`src/rtl/audio_pkg.sv`:
```
// Shared audio definitions: default serializer geometry and the stereo
// sample pair carried from the sample source to the I2S transmitter.
package audio_pkg;

   // Default serializer geometry
   localparam int AUDIO_MCLK_DIV   = 8;   // system clocks per MCLK period
   localparam int AUDIO_BCLK_RATIO = 4;   // MCLK periods per BCLK period
   localparam int AUDIO_SAMPLE_W   = 24;  // sample width in bits
   localparam int AUDIO_SLOT_W     = 32;  // BCLKs per channel slot

   // One stereo sample pair, two's complement, captured together
   typedef struct packed {
      logic [AUDIO_SAMPLE_W-1:0] left;
      logic [AUDIO_SAMPLE_W-1:0] right;
   } stereo_pair_t;

endpackage

```
`src/rtl/i2s_clk_gen.sv`:
```
// I2S clock generator: owns the BCLK phase counter and derives MCLK, BCLK
// and a one-cycle strobe marking each BCLK falling edge. While en_i is low
// the phase is parked at zero and both clocks are held low.
module i2s_clk_gen
   import audio_pkg::*;
#(
   parameter int MCLK_DIV   = AUDIO_MCLK_DIV,
   parameter int BCLK_RATIO = AUDIO_BCLK_RATIO
) (
   input  logic clk_i,
   input  logic rst_ni,
   input  logic en_i,
   output logic mclk_o,
   output logic bclk_o,
   output logic bclk_fall_o
);

   localparam int            P      = MCLK_DIV * BCLK_RATIO;
   localparam int            PW     = (P > 1) ? $clog2(P) : 1;
   localparam logic [PW-1:0] P_LAST = PW'(P - 1);

   logic [PW-1:0] p_q;
   logic [PW-1:0] p_d;
   logic          mclk_q;
   logic          mclk_d;
   logic          bclk_q;
   logic          bclk_d;
   logic          wrap_s;

   assign wrap_s      = (p_q == P_LAST);
   // The falling edge of BCLK is the cycle in which the phase wraps to zero
   assign bclk_fall_o = en_i & wrap_s;
   assign mclk_o      = mclk_q;
   assign bclk_o      = bclk_q;

   // Next phase, plus the clock levels that the next phase implies so the
   // registered clocks line up exactly with the phase register
   always_comb begin
      p_d    = p_q;
      mclk_d = 1'b0;
      bclk_d = 1'b0;
      if (en_i) begin
         if (wrap_s) begin
            p_d = '0;
         end else begin
            p_d = p_q + PW'(1);
         end
         mclk_d = ((int'(p_d) % MCLK_DIV) >= (MCLK_DIV / 2));
         bclk_d = (int'(p_d) >= (P / 2));
      end else begin
         p_d = '0;
      end
   end

   // Phase counter and glitch-free registered clock outputs
   always_ff @(posedge clk_i or negedge rst_ni) begin
      if (!rst_ni) begin
         p_q    <= '0;
         mclk_q <= 1'b0;
         bclk_q <= 1'b0;
      end else begin
         p_q    <= p_d;
         mclk_q <= mclk_d;
         bclk_q <= bclk_d;
      end
   end

endmodule

```
`src/rtl/i2s_tx_serializer.sv`:
```
// Stereo I2S transmitter. Accepts left/right pairs through a valid/ready
// stream into a one-entry holding register, loads a frame-wide shift
// register at every frame boundary and shifts it out MSB first with
// standard I2S timing (LRCLK leads each slot's MSB by one BCLK). A frame
// boundary with nothing held sends silence and pulses underrun.
// Optional build macro: I2S_TX_UNDERRUN_CNT_EN adds a saturating 16-bit
// underrun_cnt output.
module i2s_tx_serializer
   import audio_pkg::*;
#(
   parameter int MCLK_DIV   = AUDIO_MCLK_DIV,
   parameter int BCLK_RATIO = AUDIO_BCLK_RATIO,
   parameter int SAMPLE_W   = AUDIO_SAMPLE_W,
   parameter int SLOT_W     = AUDIO_SLOT_W
) (
   input  logic                clk1000,
   input  logic                cpu_reset0,
   input  logic                en,
   input  logic                s_valid,
   output logic                s_ready,
   input  logic [SAMPLE_W-1:0] s_left,
   input  logic [SAMPLE_W-1:0] s_right,
   output logic                i2s_tx_mclk,
   output logic                i2s_tx_clk,
   output logic                i2s_tx_sync,
   output logic                i2s_tx_tx,
`ifdef I2S_TX_UNDERRUN_CNT_EN
   output logic [15:0]         underrun_cnt,
`endif
   output logic                underrun
);

   localparam int            FRAME_W = 2 * SLOT_W;
   localparam int            BW      = $clog2(FRAME_W);
   localparam logic [BW-1:0] B_LAST  = BW'(FRAME_W - 1);

   // Place each sample left-justified in its slot, zero padded below
   function automatic logic [FRAME_W-1:0] pack_frame(input stereo_pair_t pair);
      logic [FRAME_W-1:0] frame;
      frame                        = '0;
      frame[FRAME_W-1 -: SAMPLE_W] = pair.left;
      frame[SLOT_W-1 -: SAMPLE_W]  = pair.right;
      return frame;
   endfunction

   // LRCLK is high from the last bit of the left slot to the second-last
   // bit of the right slot, so it changes one BCLK ahead of each MSB
   function automatic logic in_right_slot(input logic [BW-1:0] b);
      return (int'(b) >= (SLOT_W - 1)) && (int'(b) <= (FRAME_W - 2));
   endfunction

   logic               bclk_fall_s;
   logic               load_s;
   logic               accept_s;
   stereo_pair_t       pair_s;

   logic [BW-1:0]      b_q;
   logic [BW-1:0]      b_d;
   logic [FRAME_W-1:0] shift_q;
   logic [FRAME_W-1:0] shift_d;
   stereo_pair_t       hold_q;
   stereo_pair_t       hold_d;
   logic               hold_full_q;
   logic               hold_full_d;
   logic               s_ready_q;
   logic               s_ready_d;
   logic               tx_q;
   logic               tx_d;
   logic               sync_q;
   logic               sync_d;
   logic               underrun_q;
   logic               underrun_d;

   i2s_clk_gen #(
      .MCLK_DIV   (MCLK_DIV),
      .BCLK_RATIO (BCLK_RATIO)
   ) u_clk_gen (
      .clk_i       (clk1000),
      .rst_ni      (cpu_reset0),
      .en_i        (en),
      .mclk_o      (i2s_tx_mclk),
      .bclk_o      (i2s_tx_clk),
      .bclk_fall_o (bclk_fall_s)
   );

   assign pair_s   = {s_left, s_right};
   // Ready comes straight from the holding-register state, never from s_valid
   assign accept_s = s_valid & s_ready_q;
   assign load_s   = bclk_fall_s & (b_q == B_LAST);

   assign s_ready     = s_ready_q;
   assign i2s_tx_tx   = tx_q;
   assign i2s_tx_sync = sync_q;
   assign underrun    = underrun_q;

   // Bit counter, shift register, holding register and registered outputs
   always_comb begin
      b_d         = b_q;
      shift_d     = shift_q;
      hold_d      = hold_q;
      hold_full_d = hold_full_q;
      underrun_d  = 1'b0;

      if (!en) begin
         b_d     = B_LAST;
         shift_d = '0;
      end else if (bclk_fall_s) begin
         if (load_s) begin
            b_d = '0;
            if (hold_full_q) begin
               shift_d     = pack_frame(hold_q);
               hold_full_d = 1'b0;
            end else begin
               shift_d    = '0;
               underrun_d = 1'b1;
            end
         end else begin
            b_d     = b_q + BW'(1);
            shift_d = {shift_q[FRAME_W-2:0], 1'b0};
         end
      end else begin
         b_d     = b_q;
         shift_d = shift_q;
      end

      // A pair accepted on the load edge is kept for the next frame; the
      // load above already decided from the old (empty) state
      if (accept_s) begin
         hold_d      = pair_s;
         hold_full_d = 1'b1;
      end else begin
         hold_d = hold_q;
      end

      s_ready_d = ~hold_full_d;
      tx_d      = en & shift_d[FRAME_W-1];
      sync_d    = en & in_right_slot(b_d);
   end

   // State and output registers, all cleared by the asynchronous reset
   always_ff @(posedge clk1000 or negedge cpu_reset0) begin
      if (!cpu_reset0) begin
         b_q         <= B_LAST;
         shift_q     <= '0;
         hold_q      <= '0;
         hold_full_q <= 1'b0;
         s_ready_q   <= 1'b1;
         tx_q        <= 1'b0;
         sync_q      <= 1'b0;
         underrun_q  <= 1'b0;
      end else begin
         b_q         <= b_d;
         shift_q     <= shift_d;
         hold_q      <= hold_d;
         hold_full_q <= hold_full_d;
         s_ready_q   <= s_ready_d;
         tx_q        <= tx_d;
         sync_q      <= sync_d;
         underrun_q  <= underrun_d;
      end
   end

`ifdef I2S_TX_UNDERRUN_CNT_EN
   logic [15:0] cnt_q;
   logic [15:0] cnt_d;

   assign underrun_cnt = cnt_q;

   // Saturating underrun counter, stepping together with the underrun pulse
   always_comb begin
      if (underrun_d && (cnt_q != 16'hFFFF)) begin
         cnt_d = cnt_q + 16'd1;
      end else begin
         cnt_d = cnt_q;
      end
   end

   // Underrun counter register, cleared only by reset
   always_ff @(posedge clk1000 or negedge cpu_reset0) begin
      if (!cpu_reset0) begin
         cnt_q <= 16'd0;
      end else begin
         cnt_q <= cnt_d;
      end
   end
`endif

endmodule

```
`config.mk`:
```
export PLATFORM = sky130hd
export DESIGN_NAME = i2s_tx_serializer
export DESIGN_NICKNAME = d
export VERILOG_FILES = /design/src/rtl/audio_pkg.sv /design/src/rtl/i2s_clk_gen.sv /design/src/rtl/i2s_tx_serializer.sv
export SDC_FILE = /design/constraint.sdc
export NUM_CORES = 1
export LEC_CHECK = 0
export ABC_AREA = 0
export CAP_MARGIN = 30
export CORE_UTILIZATION = 55
export DETAILED_ROUTE_END_ITERATION = 8
export PLACE_DENSITY_LB_ADDON = 0.1
export SLEW_MARGIN = 40
export SYNTH_ARGS = -nofsm -noshare
export SYNTH_HDL_FRONTEND = slang
export SYNTH_SLANG_ARGS = --single-unit
export TNS_END_PERCENT = 100
```
`constraint.sdc`:
```
create_clock -name clk1000 -period 2.4 [get_ports clk1000]
set_input_delay 0.36 -clock clk1000 [delete_from_list [all_inputs] [get_ports clk1000]]
set_output_delay 0.36 -clock clk1000 [all_outputs]
set_load 0.02 [all_outputs]
```
==> results.toml <==
[status]
outcome = "complete, but fails checks"
violations = "design-rule violations"

[timing]
slew_violations = 0
skew_ps = 10.12
setup-tns-final_ps = 0
report.final.setup_viol = 0
setup_ws_ps = 165.2
timing.fmax_mhz = 447.5
min_period_over_period_pct = 93.12
slew_headroom_pct = 75.85
hold_violations = 0
worst_pin_slew_ps = 362.3
rsz0062_at_grt = "false"
fin_crit_ps = 2235

[cells_and_area]
diodes = 0
drive_gt1_share_pct = 23.39
fin_util_pct = 71.90
fillers = 600
nets = 491
area_growth_pct = 25.34
finish.instance_area_um2 = 6331

[routing]
drt-initial-drc-count = 322
firstDrtPassIters = 9
drc = 2
wl_um = 9333
antenna_left = 0
num_vias = 3320
drt-wirelength-per-cell_um = 16.76
via_per_inst = 5.961

[synth]
syn_area_um2 = 5051
synth-edff-count = 0
ys_ff_latch = 126
yosys.area.top_type_share_pct = 58.95
syn_inst = 376
yosysWarningCount = 0
synthArstFlopShare_pct = 100.0
synth_area_leaders = "dfrtp_1, mux2_2, a222oi_1"
syn-num-nets = 431
avgSynthCellArea_um2 = 13.43
yosysUniqueCellTypes = 33
yosysSeqAreaShare_pct = 62.60
synth_area_leader_cell = "dfrtp_1"
ys.flop_type = "dfrtp_1"

[floorplan]
rows = 34
start_util_pct = 57.36
die_area_um2 = 9571
die_w_um = 97.83
die_h_um = 97.83
ioPinCount = 58
core_um2 = 8806

[setup_path]
path_max_fanout = 23
worst_path_max_delay_cell = "dfrtp_1"
required_ps = 2790
path_buf_inv = 3
cp-start-kind = "flop"
critPathArrivalTime_ps = 2620
critPathCaptureType = "flop"
crit_family = "simple AND/OR/NAND/NOR gates"
max_stage_delay_ps = 400
criticalPathCategory = "flop to flop"
reg2reg_slack_ps = 170
path_cells = "ha_1 -> and3_1 -> ha_1 -> buf_4 -> nand4_1 -> or2_2 -> nor2_4 -> buf_4 -> a222oi_1 -> inv_1"

[clock_tree]
cts.htree.levels = 4
numCtsBuffers = 17
cts_hold_buf = 1
cts_resized = 0
cts_buffer_depth = 2
cts_root_buffer = "clkbuf_8"
cts_setup_buffers = 0
insertion_delay_ps = 520
cts_tree = "done"
path_clk_slew_ps = 60
cts_sinks = 126

[global_routing]
grt_first_pass_wirelength_um = 16140
grt_max_degree = 63
grt_usage_pct = 21.76
grt_antenna_before_repair = 0
gr-total-overflow = 0
grt_pass1_vias = 3243

[min_path]
min_path_type = "input port to asynchronous set/reset pin"

[place]
pre_cts_slack_ps = 201.8
io_buffers = 57
dpl_cell_area_um2 = 5725
dpl.hpwl_um = 5711
gp_congestion = 0.8358

[power_and_ir_drop]
cellLeakagePower_nw = 3.212
finalPower_w = 0.005623
pwr_density_cell_nw_per_um2 = 888.1
irDropWorstVdd_uv = 463.7

[flow_run]
drv_cap = 0
final cells by class:
class / instances / area (um^2) / share of cell area [%]
sequential: 126 / 3162 / 49.94
clock inverter: 13 / 163.9 / 2.589
clock buffer: 19 / 431.7 / 6.818
multi-input combinational: 169 / 1529 / 24.15
inverter: 53 / 198.9 / 3.142
tap: 108 / 135.1 / 2.134
timing repair buffer: 69 / 710.7 / 11.23
power by group:
part	total (W)	internal, W	switching (W)	leakage [nW]
Combinational	0.000485	0.000318	0.000167	1.30
Sequential	0.00261	0.00243	0.000173	1.62
Clock	0.00253	0.00161	0.000919	0.289
final timing paths:
check                                 startpoint                to  cells past startpoint
worst min-delay path                  cpu_reset0         hold_q[9]                      2
max in group asynchronous             cpu_reset0            b_q[2]                      3
worst max-delay path            u_clk_gen.p_q[0]       shift_q[62]                     10
worst max register to register  u_clk_gen.p_q[0]       shift_q[62]                     10
worst min register to register  u_clk_gen.p_q[0]  u_clk_gen.p_q[0]                      1
min in group clk1000                 s_right[11]        hold_q[11]                      2
through the flow:
step / hold slack, ps / std cells
global route: 330.9 / 557
global placement: 299.5 / 524
floorplan: 64.41 / 376
detailed placement: 302.6 / 524
CTS: 305.2 / 557
finish: 304.5 / 557
synth_stat cells (5+ instances only):
library cell and count:
and3_1 5, mux2_2 49, dfstp_2 7, buf_2 6
nor2_1 7, a222oi_1 47, a22o_1 14, inv_1 53
dfrtp_1 119, clkbuf_1 10, nand2_1 9, buf_6 7
placed cells by master (no fill, tap or decap), types with 2 or more instances in the layout:
master,instances
nor2_1,5
nor2_4,2
clkinv_4,3
mux2_2,49
nand3_1,4
bufinv_16,3
and2_1,4
inv_6,2
clkinvlp_4,2
buf_12,4
a22o_1,14
clkinv_2,3
and3_1,4
a21oi_1,4
clkdlybuf4s50_1,56
o22ai_1,2
dfrtp_1,119
buf_4,8
dfstp_2,7
clkbuf_8,2
inv_1,53
o21ai_0,2
mux2i_1,3
nand2_1,8
clkbuf_16,16
a222oi_1,47
xnor2_1,2
nand4_1,2
ha_1,3
nand2b_1,3
cell families after synthesis:
family	synth area share, %
flops	62.60
buf+inv	7.506
compound gates	13.10
mux	11.52
simple gates	4.013
xor+xnor	0.5203
fa+ha+maj	0.7432
flip-flops by register name, summed over array words and instances, names as in the netlist:
| signal | count |
|---|---|
| u_clk_gen.p_q | 4 |
| u_clk_gen.bclk_o | 1 |
| s_ready | 1 |
| hold_full_q | 1 |
| shift_q | 63 |
| hold_q | 48 |
| i2s_tx_sync | 1 |
| underrun | 1 |
| b_q | 6 |
routing by layer:
layer	vias up	share of wire (%)	GRT usage (%)
met5	-	0	0
met4	0	2.0	10.02
met3	19	5.6	5.583
met2	112	49	34.29
met1	1681	43	28.51
li1	1508	-	-
worst reg2reg max path, cell delays in order, from the launching register on:
cell and delay [ps]:
dfrtp_1 400, ha_1 230, and3_1 180, ha_1 170
buf_4 190, nand4_1 130, or2_2 170, nor2_4 40
buf_4 200, a222oi_1 320, inv_1 70
No activity file was read; power rests on OpenSTA's default activity.
